[src/rtl/mem_port_arbiter.sv]
// Two-port (instruction fetch / load-store) arbiter in front of a single-port word memory.
// Define MEM_ARB_RR_EN for round-robin arbitration; otherwise D has fixed priority over I.
module mem_port_arbiter #(
   parameter int WIDTH      = 32,
   parameter int ADDR_WIDTH = 32,
   parameter int DEPTH      = 63
) (
   input  logic                  clock,
   input  logic                  reset,
   input  logic                  i_req,
   input  logic [ADDR_WIDTH-1:0] i_addr,
   output logic                  i_ack,
   output logic [WIDTH-1:0]      i_rdata,
   output logic                  i_err,
   input  logic                  d_req,
   input  logic                  d_we,
   input  logic [ADDR_WIDTH-1:0] d_addr,
   input  logic [WIDTH-1:0]      d_wdata,
   output logic                  d_ack,
   output logic [WIDTH-1:0]      d_rdata,
   output logic                  d_err,
   output logic [ADDR_WIDTH-1:0] mem_addr,
   output logic [WIDTH-1:0]      mem_wdata,
   output logic                  mem_we,
   output logic                  mem_re,
   input  logic [WIDTH-1:0]      mem_rdata,
   output logic                  busy
);

   typedef enum logic {IDLE, ACCESS} state_t;

   state_t                state, state_nxt;
   logic [ADDR_WIDTH-1:0] lat_addr;
   logic [WIDTH-1:0]      lat_wdata;
   logic                  lat_we;
   logic                  lat_id;      // 1 = D port, 0 = I port
   logic                  i_elig, d_elig, grant_any, grant_d;
   logic                  in_range;
   logic [WIDTH-1:0]      rd_val;

   // A port still showing req during its own ack cycle is not a new request.
   assign i_elig    = i_req & ~i_ack;
   assign d_elig    = d_req & ~d_ack;
   assign grant_any = i_elig | d_elig;

`ifdef MEM_ARB_RR_EN
   logic last_d;

   assign grant_d = d_elig & (~i_elig | ~last_d);

   always_ff @(posedge clock or posedge reset) begin
      if (reset)
         last_d <= 1'b1;
      else if (state == IDLE && grant_any)
         last_d <= grant_d;
   end
`else
   assign grant_d = d_elig;
`endif

   assign in_range = (lat_addr < ADDR_WIDTH'(DEPTH));
   assign rd_val   = (in_range && !lat_we) ? mem_rdata : '0;

   assign busy      = (state == ACCESS);
   assign mem_addr  = lat_addr;
   assign mem_wdata = lat_wdata;
   assign mem_we    = busy & in_range & lat_we;
   assign mem_re    = busy & in_range & ~lat_we;

   always_ff @(posedge clock or posedge reset) begin
      if (reset)
         state <= IDLE;
      else
         state <= state_nxt;
   end

   always_comb begin
      state_nxt = state;
      case (state)
         IDLE:    if (grant_any) state_nxt = ACCESS;
         ACCESS:  state_nxt = IDLE;
         default: state_nxt = IDLE;
      endcase
   end

   // Grant latch in IDLE, completion (ack/err/rdata) at the end of ACCESS.
   always_ff @(posedge clock or posedge reset) begin
      if (reset) begin
         lat_addr  <= '0;
         lat_wdata <= '0;
         lat_we    <= 1'b0;
         lat_id    <= 1'b0;
         i_ack     <= 1'b0;
         i_err     <= 1'b0;
         i_rdata   <= '0;
         d_ack     <= 1'b0;
         d_err     <= 1'b0;
         d_rdata   <= '0;
      end else begin
         i_ack <= 1'b0;
         i_err <= 1'b0;
         d_ack <= 1'b0;
         d_err <= 1'b0;
         if (state == IDLE && grant_any) begin
            lat_id    <= grant_d;
            lat_addr  <= grant_d ? d_addr : i_addr;
            lat_we    <= grant_d & d_we;
            lat_wdata <= grant_d ? d_wdata : '0;
         end
         if (state == ACCESS) begin
            if (lat_id) begin
               d_ack   <= 1'b1;
               d_err   <= ~in_range;
               d_rdata <= rd_val;
            end else begin
               i_ack   <= 1'b1;
               i_err   <= ~in_range;
               i_rdata <= rd_val;
            end
         end
      end
   end

endmodule

[config.mk]
export PLATFORM = sky130hd
export DESIGN_NAME = mem_port_arbiter
export DESIGN_NICKNAME = d
export VERILOG_FILES = /design/src/rtl/mem_port_arbiter.sv
export SDC_FILE = /design/constraint.sdc
export NUM_CORES = 1
export LEC_CHECK = 0
export CAP_MARGIN = 0
export CORE_UTILIZATION = 41
export CTS_CLUSTER_SIZE = 16
export DETAILED_ROUTE_END_ITERATION = 12
export MAX_ROUTING_LAYER = met4
export PLACE_DENSITY = 0.91
export SYNTH_ARGS = -nofsm -noshare
export SYNTH_HDL_FRONTEND = slang
export SYNTH_SLANG_ARGS = --single-unit
[constraint.sdc]
create_clock -name clock -period 5.3 [get_ports clock]
set_clock_uncertainty 0.1 [all_clocks]
set_input_delay 0.795 -clock clock [delete_from_list [all_inputs] [get_ports clock]]
set_output_delay 0.795 -clock clock [all_outputs]
set_load 0.05 [all_outputs]
== Yosys cells after proc, flatten, opt, wreduce, memory -nomap -nowiden ==
Index checks and enable logic that the tools add are counted.

* $add $sub $neg: 0
* Multiply operators: 0
* Div/mod/pow operators: 0
* Order comparisons: 1
* Equal/unequal tests: 0
* Shifts and indexed selects: 0
* Mux-type cells: 13
* Bitwise gates (word level): 13
* Reductions and logical operators: 5

{| class="wikitable"
|+ Operator list
! kind !! number
|-
| $mux W32 || 3
|-
| $lt A32 B6 Y1 const B || 1
|-
| $mux W1 || 9
|-
| $and A1 B1 Y1 || 6
|-
| $not A1 Y1 || 6
|-
| $reduce_and A2 Y1 || 2
|-
| $logic_and A1 B1 Y1 || 2
|-
| $pmux W1 S2 || 1
|-
| $logic_not A1 Y1 || 1
|-
| $or A1 B1 Y1 || 1
|}

* Register bits after elaboration: 135
* Bits in latches: 0
* Bits in writable memories: 0
* Memory bits (read-only): 0
* Bits of input ports: 133
* Memories: 0

== Depth between registers and ports, before layout ==
Gate-level depths: netlist of run 1.

* Word-level depth: 5
* Depth in mapped cells: 9

== Least setup slack after synthesis of run 1 ==
No wires, ideal clock.

* Kind: flip-flop to output port
* From: register lat_addr[6], in the netlist mem_addr[6]
* To: output port mem_re
* Arrival time: 1.713 ns
* Setup slack: 2.692 ns
* Stages on the path, launching flop included: 5
* Path buffers: 0
* Cells stage by stage: dfrtp_1 > nor4_1 > and4_1 > and2_2 > and4b_1

* Longest elaborated chain between the ends: 3

{| class="wikitable"
|+ Ends and longest elaborated chain
! item !! line !! source
|-
| start: declaration || 33 || <nowiki>logic [ADDR_WIDTH-1:0] lat_addr;</nowiki>
|-
| start signal: assignment || 106 || <nowiki>lat_addr <= grant_d ? d_addr : i_addr;</nowiki>
|-
| $lt A32 B6 Y1 || 61 || <nowiki>assign in_range = (lat_addr < ADDR_WIDTH'(DEPTH));</nowiki>
|-
| $and A1 B1 Y1 (2 in a row) || 68 || <nowiki>assign mem_re = busy & in_range & ~lat_we;</nowiki>
|-
| end: declaration || 25 || <nowiki>output logic mem_re,</nowiki>
|}

Every way passes these cells.

== Final worst setup path of run 1 ==
* From: register lat_addr[13], in the netlist mem_addr[13]
* To: output port mem_re

The elaborated chain is that of the path after synthesis.

==> impl_results.md, run 1 <==
* Status: completed
* Hold Path Class: flip-flop to flip-flop
* Clock Power Share at between 20% and 30%
* Die ar. at 14360 sq um
* Distinct cells, synth at 27
* Buf/Inv on CP at 1
* Layout cells sized above 1 at 10.86%
* Hold_buf cts at 0
* CTS Buf Count at 17
* Final Cycle Share at 67.61%
* Clock buffer depth at 2
* Inst Count DP at 899
* Vias at 4931
* CTS tree: yes
* CP max stage delay at 830 ps
* Crit path kind: flip-flop to output port
* Final WL at 16780 um
* Worst VDD drop at 0.4721 mV
* Vias/cell at 5.296
* Area grow syn2layout at 55.09%
* CP delay by family, top: simple AND/OR/NAND/NOR gates
* Final Instance Count excl. Fillers at a little over 900
* Core ar. at roughly 13000 sq um
* Number of antenna repair diodes at 0
* Pre-CTS WS at 1785 ps
* Syn Nets at 628
* Switch Pwr at 0.002089 W
* Die Y at 119.9 um
* CP Data Required Time at 4410 ps
* Final ANT Viol Nets at 0
* Number of cell rows at 42
* CP max FO at 4
* Arrival time worst endpoint at between 2000 and 3000 ps
* # IOs at roughly 270
* Minimum clock period at around 3600 ps
* H-tree Lvls at 4
* Initial Util at between 40% and 50%
* Crit-path cells: nor4_1, and4_1, and2_2, and4b_1, clkdlybuf4s50_1
* Leading area contributor after synthesis: dfrtp_1
* Combinational power share at 46.4%
* Commonest non-fill, non-tap cell in the layout: clkdlybuf4s50_1
* Flop pwr share at 31.7%
* Worst-path clk slew at 60 ps
* Slew Viols, Final at 0
* Fillcell total at 957
* Most frequent cells in the layout: 267 x clkdlybuf4s50_1, 135 x dfrtp_1, 65 x nand2_1
* Vias in the first global route at 4905
* Area fraction of the dominant cell type after synthesis at between 50% and 60%
* Worst setup margin at 1717 ps
* Mean area per synthesized cell at approximately 12 sq um
* Largest net degree at the start of global routing at 109
* Synth area leaders: dfrtp_1 59%, a31o_1 5.8%, a22o_1 5.1%, and2_1 5.1%, nand2_1 4.3%
* First-pass GRT wire length at between 20000 and 30000 um
* Net Sw Frac at 44.76%
* CTS resizes at 0
* Grt ovf at 0
* Internal at 0.002578 W
* Die width at 119.9 um
* Detailed Routing Iterations Pass 1 at 5
* Pwr dens at ~530 nW/um^2
* WL/cell at 18.02 um
* Root buf cell: clkbuf_16
* Top_reg_cell synth: dfrtp_1
* Post-synth EDFFs at 0
* Sequential area share after synthesis at between 50% and 60%
* CP endpoint kind: output port
* Max-slew headroom at 15.09%
* Nets at 875
* Post-synthesis instance total at 495
* Antenna violations before repair at 0
* Sink Count at roughly 140
* Number of setup violations in the final report at 0
* Fmax at 279.1 MHz
* Placer Congestion at around 0.8
* Setup TNS at 0 ps
* Syn. warnings at 0
* Static Leak at 3.876 nW
* Worst slew pin tran at ~1300 ps
* Port Buffers at 267
* Slowest cell on crit path: clkdlybuf4s50_1
* Hold Vio Cnt, Final at 0
* Later-pin clock latency in the skew report at approximately 420 ps
* Unrepaired setup endpoints after global routing: no
* Postcts setup bufs at 0
* Synth Register Bits at 135
* Detailed Route Iter0 Violations at 347
* Max_cap viols at 0
* GRT Overall Usage at 24.71%
* Drt drc at 0
* Detailed placer's ending HPWL at 11470 um
* Synth Cell Area at 5694 sq um
* Critical path startpoint category: flip-flop
* Asr flop ratio synth at 100.0%
[routing by layer]
layer  wire [um]  global-route usage (%)
met5           0                       -
met4         292                   9.609
met3        1370                   6.654
met2        8305                   39.92
met1        6807                   29.51
[worst reg2reg max path: stages (launching register included)]
cell      delay, ps
dfrtp_1         490
nand2b_1        890
inv_1           900
a31o_2          510
[Yosys cell counts, types with 2 or more instances]
cell	number
a31o_2	26
a31o_1	38
and2_1	46
and2_2	19
a21oi_1	2
nor2_1	34
clkbuf_8	2
buf_2	12
dfrtp_1	135
clkbuf_1	16
nand2_1	65
buf_8	6
inv_1	3
and4_1	2
a31oi_1	32
o21ai_0	2
buf_6	5
and4b_1	2
nand2b_1	3
nor4_1	6
a22o_1	33
[cell type report]
class	count	area, sq um	share of cell area [%]
sequential	135	3378	38.25
timing repair buffer	269	2688	30.43
multi-input combinational	315	2013	22.80
clock buffer	23	457.9	5.186
tap	176	220.2	2.494
clock inverter	9	53.80	0.6092
inverter	4	20.02	0.2267
[cell families after synthesis]
| kind of cell | Yosys count | share of synthesized area, % |
|---|---|---|
| flops | 135 | 59.33 |
| simple gates | 181 | 16.33 |
| compound gates | 134 | 18.92 |
| buf+inv | 45 | 5.427 |
[metrics by stage]
stage | hold WS [ps] | area [sq um] | utilization (%) | power, W
after floorplan | 383.9 | 5694 | - | 0.002908
after global placement | 389.9 | 8319 | 62.08 | 0.003611
after detailed placement | 390.1 | 8319 | 62.08 | 0.003657
after CTS | 407.4 | 8831 | 65.90 | 0.004699
after global routing | 422.4 | 8831 | 65.90 | 0.004879
final | 401.5 | 8831 | 65.90 | 0.004667
[power by group through the flow]
stage	combinational, W	clock (W)	sequential, W
global placement	0.00213	0	0.00148
finish	0.00216	0.00102	0.00148
CTS	0.00218	0.00104	0.00148
floorplan	0.000628	0	0.00228
detailed placement	0.00217	0	0.00149
global route	0.00227	0.00109	0.00151
[final timing paths]
path	startpoint	end	slack, ps	depth (start not counted)
worst max-delay path	mem_addr[13]	mem_re	1720	5
worst min-delay path	mem_wdata[10]	mem_wdata[10]	400	1
worst max register to register	busy	i_rdata[9]	2290	3
worst min register to register	mem_wdata[10]	mem_wdata[10]	400	1
max in group asynchronous	reset	mem_addr[0]	3250	3
min in group asynchronous	reset	mem_wdata[3]	880	2
[registers in the layout (all words and copies together), names as in the netlist]
| name | cells |
|---|---|
| d_rdata | 32 |
| i_rdata | 32 |
| mem_addr | 32 |
| mem_wdata | 32 |
| busy | 1 |
| d_ack | 1 |
| d_err | 1 |
| i_ack | 1 |
| i_err | 1 |
| lat_id | 1 |
| lat_we | 1 |
Power figures use the tool's default switching activity.
==> run 2, diff against run 1 <==
==> constraint.sdc (replaced) <==
create_clock -name clock -period 3.55 [get_ports clock]
set_clock_uncertainty 0.1 [all_clocks]
set_input_delay 0.5325 -clock clock [delete_from_list [all_inputs] [get_ports clock]]
set_output_delay 0.5325 -clock clock [all_outputs]
set_load 0.05 [all_outputs]
==> run 2 against run 1 <==
  * Register-to-register slack got worse by 1000 ps
  * Total power rose by 55%
  * Clock power rose by 69%
  * First-iteration DRC count fell by 12%
  * Die area did not move
  * Design area rose by 1.8%
  * Hold slack got worse by 48 ps
  * Global-route usage rose by 0.87 points
  * Sequential share of layout area fell by 0.68 points
==> impl_results.md, run 2 (synthesis gave the netlist of run 1 again) <==
* Status: completed
* Detailed Route Iter0 Violations at 305 (-12%)
* CP max FO at 4 (unchanged)
* GRT Overall Usage at 25.58% (+0.87 points)
* Fmax at 312.0 MHz
* Placer Congestion at 0.9851 (+20%)
* Crit path kind: flip-flop to output port
* # IOs at 268 (unchanged)
* Nets at 884 (+1.0%)
* Final ANT Viol Nets at 0 (unchanged)
* Worst slew pin tran at 1189 ps (-84.61 ps)
* Unrepaired setup endpoints after global routing: no
* Final Cycle Share at 90.29%
* Number of cell rows at 42 (unchanged)
* Minimum clock period at 3205 ps
* Setup TNS at 0 ps (unchanged)
* Detailed placer's ending HPWL at 12430 um (+8.3%)
* Reg2reg path depth at 5 (+2)
* H-tree Lvls at 4 (unchanged)
* CTS resizes at 0 (unchanged)
* Die Y at 119.9 um (unchanged)
* Commonest non-fill, non-tap cell in the layout: clkdlybuf4s50_1
* Die ar. at 14360 sq um (unchanged)
* Hold Path Class: input pin to async pin
* Initial Util at 42.49% (unchanged)
* Hold Vio Cnt, Final at 0 (unchanged)
* Detailed Routing Iterations Pass 1 at 5 (unchanged)
* Worst-path clk slew at 60 ps (about the same)
* Number of antenna repair diodes at 0 (unchanged)
* Max_cap viols at 0 (unchanged)
* Number of setup violations in the final report at 0 (unchanged)
* Layout cells sized above 1 at 12.32% (+1.5 points)
* Area grow syn2layout at 57.90%
* Antenna violations before repair at 0 (unchanged)
* Worst setup margin at 344.8 ps (-1372 ps)
* Die width at 119.9 um (unchanged)
* Static Leak at 3.954 nW (+2.0%)
* CTS tree: yes
* Arrival time worst endpoint at 2570 ps (-120 ps)
* Fillcell total at 988 (+3.2%)
* CP Data Required Time at 2920 ps (-1490 ps)
* Vias at 5019 (+1.8%)
* Core ar. at 13400 sq um (unchanged)
* Max-slew headroom at 20.64% (+5.6 points)
* WL/cell at 18.17 um (+0.82%)
* Later-pin clock latency in the skew report at 410 ps (about the same)
* Clock buffer depth at 2 (unchanged)
* Pwr dens at 803.7 nW/um^2 (+52%)
* Slew Viols, Final at 0 (unchanged)
* Sink Count at 135 (unchanged)
* Pre-CTS WS at 779.3 ps (-1006 ps)
* Grt ovf at 0 (unchanged)
* Inst Count DP at 908 (+1.0%)
* Drt drc at 0 (unchanged)
* Final WL at 17060 um (+1.7%)
* First-pass GRT wire length at 27100 um (+3.9%)
* Largest net degree at the start of global routing at 70 (-36%)
* Critical path startpoint category: flip-flop
* R2R Setup Slk at 1250 ps (-1040 ps)
* Vias in the first global route at 5186 (+5.7%)
* Most frequent cells in the layout: 267 x clkdlybuf4s50_1, 135 x dfrtp_1, 65 x nand2_1
* Postcts setup bufs at 0 (unchanged)
* Root buf cell: clkbuf_16
* Hold_ws at 353.2 ps (-48.31 ps)
* Worst VDD drop at 0.4464 mV (-5.5%)
* Worst r2r dst: i_rdata[24]
* Sequential Area at 3378 sq um (unchanged)
* Port Buffers at 267 (unchanged)
* Area of the multi-input gates at 2013 sq um (unchanged)
* Final Instance Count excl. Fillers at 939 (+0.86%)
* Reg-to-Reg Start: mem_addr[6]
* Hold_buf cts at 0 (unchanged)
* Vias/cell at 5.345 (+0.92%)
* CP endpoint kind: output port
* CTS Buf Count at 17 (unchanged)
==> run 2: final cells by class <==
| type | instances | area share, % |
|---|---|---|
| clock buffer | 20 | 5.079 |
| clock inverter | 11 | 1.378 |
| inverter | 4 | 0.2087 |
| multi-input combinational | 315 | 22.39 |
| sequential | 135 | 37.57 |
| tap | 176 | 2.449 |
| timing repair buffer | 278 | 30.92 |
==> run 2: worst max-delay path by stage <==
stage                 startpoint     end  slack, ps
finish               mem_addr[6]  mem_re        340
global route        mem_addr[12]  mem_we        190
CTS                 mem_addr[12]  mem_re        310
detailed placement  mem_addr[12]  mem_re        780
global placement    mem_addr[12]  mem_re        750
floorplan            mem_addr[6]  mem_re       1200
==> run 2: worst max-delay path: stages (launching register included) <==
cell	delay, ps
dfrtp_1	390
nor4_1	330
and4_1	260
and2_2	180
and4b_1	200
clkdlybuf4s50_1	800
==> run 2: metrics by stage <==
step / cell area, sq um / utilization (%) / power [W]
after floorplan: 5698 / - / 0.004341
after global placement: 8411 / 62.76 / 0.005441
after detailed placement: 8411 / 62.76 / 0.005539
after CTS: 8991 / 67.10 / 0.007277
after global routing: 8991 / 67.10 / 0.007545
final: 8991 / 67.10 / 0.007226
==> run 2: per-layer routing <==
metal	vias to the layer above	GRT usage, %	part of all wire (%)
li1	2268	-	-
met4	0	11.64	2.7
met5	-	-	0
met2	245	42.45	51
met1	2467	28.94	39
met3	39	6.797	7.5
==> run 2: report_power, final <==
group	internal, W	total [W]	switching [W]
Combinational	0.00107	0.00332	0.00226
Sequential	0.00191	0.00219	0.000271
Clock	0.00107	0.00172	0.000648
Total	0.00405	0.00723	0.00318
==> run 3, diff against run 2 <==
--- a/config.mk
+++ b/config.mk
@@ -5,6 +5,7 @@
 export SDC_FILE = /design/constraint.sdc
 export NUM_CORES = 1
 export LEC_CHECK = 0
+export ABC_AREA = 1
 export CAP_MARGIN = 0
 export CORE_UTILIZATION = 41
 export CTS_CLUSTER_SIZE = 16
==> run 3 against run 2 <==
  * Setup slack improved by 80 ps
  * Count of clock-buffer cells in the layout decreased by 1
  * Global-route usage increased by 1.7 points
  * Maximum frequency is 2.6% higher
  * Critical path depth did not move
  * Hold slack gained 22 ps
  * Critical endpoint unchanged
  * Largest cell class unchanged
  * Largest power group unchanged
==> impl_results.md, run 3 <==
* Mean area per synthesized cell at 8.743 sq um (-24%)
* H-tree Lvls at 4 (unchanged)
* Postcts setup bufs at 0 (unchanged)
* Vias/cell at 5.364 (+0.35%)
* Number of antenna repair diodes at 0 (unchanged)
* Nets at 1035 (+17%)
* Final ANT Viol Nets at 0 (unchanged)
* Static Leak at 4.268 nW (+7.9%)
* Sequential area share after synthesis at 58.90% (-0.43 points)
* Metal3 WL at 1486 um (+16%)
* Sink Count at 135 (unchanged)
* Syn. warnings at 0 (unchanged)
* Die ar. at 14470 sq um (+0.71%)
* Largest net degree at the start of global routing at 67 (-4.3%)
* Die Y at 120.3 um (+0.35%)
* # IOs at 268 (unchanged)
* Post-synthesis instance total at 656 (+33%)
* Synth area leaders: dfrtp_1 59%, nand2_1 16%, nand4_1 7.0%, nand3_1 5.7%, a31oi_1 3.5%
* CTS tree: yes
* Metal-1 WL at 6989 um (+6.1%)
* Count leader, synth: nand2_1
* Worst VDD drop at 0.6016 mV (+35%)
* Status: completed
* Detailed Routing Iterations Pass 1 at 5 (unchanged)
* Root buf cell: clkbuf_16
* Vias at 5852 (+17%)
* Worst-path clk slew at 60 ps (about the same)
* Synth Cell Area at 5736 sq um (+0.73%)
* Max-slew headroom at 22.39% (+1.8 points)
* Max_cap viols at 0 (unchanged)
* Crit path kind: flip-flop to output port
* Asr flop ratio synth at 100.0% (unchanged)
* Critical path startpoint category: flip-flop
* Area fraction of the dominant cell type after synthesis at 58.90% (-0.43 points)
* Drt drc at 0 (unchanged)
* CP endpoint kind: output port
* WL/cell at 17.06 um (-6.1%)
* Pwr dens at 824.1 nW/um^2 (+2.5%)
* GRT Overall Usage at 27.24% (+1.7 points)
* Synth Register Bits at 135 (unchanged)
* Unrepaired setup endpoints after global routing: no
* Arrival time worst endpoint at 2490 ps (-80 ps)
* Layout cells sized above 1 at 5.574% (-6.7 points)
* CTS Buf Count at 17 (unchanged)
* Crit-path cells: or2_1, nor2_1, nand3_2, nor4_1, clkdlybuf4s50_1
* Antenna violations before repair at 0 (unchanged)
* Highest routed metal layer: met4
* Number of cell rows at 42 (unchanged)
* Commonest cells post-synth: 240 x nand2_1, 135 x dfrtp_1, 65 x nand3_1
* Core ar. at 13450 sq um (+0.39%)
* Hold Vio Cnt, Final at 0 (unchanged)
* Detailed Route Iter0 Violations at 497 (+63%)
* Syn Nets at 789 (+26%)
* Most frequent cells in the layout: 267 x clkdlybuf4s50_1, 239 x nand2_1, 135 x dfrtp_1
* Slowest cell on crit path: clkdlybuf4s50_1
* CP Data Required Time at 2920 ps (about the same)
* Final Instance Count excl. Fillers at 1091 (+16%)
* Minimum clock period at 3125 ps (-80.09 ps)
* Clock buffer depth at 2 (unchanged)
* Die width at 120.3 um (+0.35%)
* Distinct cells, synth at 19 (-30%)
* Worst slew pin tran at 1163 ps (-26.27 ps)
* Grt ovf at 0 (unchanged)
* Post-synth EDFFs at 0 (unchanged)
* Setup TNS at 0 ps (unchanged)
* Top_reg_cell synth: dfrtp_1
* Later-pin clock latency in the skew report at 410 ps (about the same)
* CTS resizes at 0 (unchanged)
* Final Cycle Share at 88.03% (-2.3 points)
* Vias in the first global route at 5652 (+9.0%)
* Hold_ws at 375.1 ps (+21.90 ps)
* Slew Viols, Final at 0 (unchanged)
* Commonest non-fill, non-tap cell in the layout: clkdlybuf4s50_1
* Port Buffers at 267 (unchanged)
* Leading area contributor after synthesis: dfrtp_1
* Inst Count DP at 1059 (+17%)
* Placer Congestion at 0.8362 (-15%)
* Initial Util at 42.63% (+0.14 points)
* CP max FO at 3 (-1)
* Fmax at 320.0 MHz (+2.6%)
* Detailed placer's ending HPWL at 12600 um (+1.4%)
* Area grow syn2layout at 59.47%
* First-pass GRT wire length at 29480 um (+8.8%)
* Hold Path Class: flip-flop to flip-flop
* Met2 Routed Length at 9522 um (+9.1%)
* CP max stage delay at 870 ps (+70 ps)
* Fin util at 67.99% (+0.89 points)
* Number of setup violations in the final report at 0 (unchanged)
* Final WL at 18610 um (+9.1%)
* Hold_buf cts at 0 (unchanged)
run 3: changes by cell type after synthesis, moves of 19 or more:
cell / change
and2_1: -46
nand3_1: +65
a31o_2: -26
and2_2: -19
a22o_1: -33
nand2_1: +175
a31o_1: -38
nand4_1: +64
run 3: cells by family after synthesis:
| logic type | synth area share, % |
|---|---|
| flip-flops | 58.90 |
| AO/OA/AOI/OAI | 3.578 |
| buffers and inverters | 4.799 |
| AND/OR/NAND/NOR | 32.72 |
run 3: worst paths after layout:
| check | startpoint | to | slack [ps] | cells past startpoint |
|---|---|---|---|---|
| min | d_rdata[18] | d_rdata[18] | 380 | 2 |
| min in group asynchronous | reset | mem_addr[23] | 530 | 2 |
| max | mem_addr[6] | mem_re | 420 | 5 |
| max in group asynchronous | reset | d_rdata[7] | 2100 | 3 |
| max reg2reg | busy | i_rdata[23] | 1030 | 7 |
| min reg2reg | d_rdata[18] | d_rdata[18] | 380 | 2 |
run 3: through the flow:
step / instance area (sq um) / setup WS, ps / power, W
3_5_place_dp: 8524 / 888.3 / 0.005700
5_1_grt: 9146 / 364.1 / 0.007895
6_report: 9146 / 424.9 / 0.007538
3_3_place_gp: 8524 / 918.3 / 0.005631
2_1_floorplan: 5739 / 351.9 / 0.004417
4_1_cts: 9146 / 433.1 / 0.007566
run 3: report_power, final:
group          internal (W)  switching (W)
clock network       0.00119       0.000664
logic               0.00106        0.00247
registers           0.00191       0.000247
run 3: final cells by class:
type / count / area, sq um
Inverter: 8 / 33.78
Sequential cell: 135 / 3378
Multi-Input combinational cell: 461 / 2092
Timing Repair Buffer: 279 / 2800
Fill cell: 1024 / 4307
Clock buffer: 19 / 442.9
Tap cell: 176 / 220.2
Clock inverter: 13 / 178.9
run 3: critical path: cells and delay by family, from the launching register on:
kind / cells / cell delay, ps
flops: 1 / 400
buf+inv: 1 / 870
simple gates: 4 / 810
run 3: layer usage:
| metal | vias to the layer above | track usage (%) |
|---|---|---|
| met1 | 2804 | 31.40 |
| met5 | - | - |
| met3 | 46 | 7.783 |
| met4 | 0 | 12.89 |
| li1 | 2693 | - |
| met2 | 309 | 43.93 |
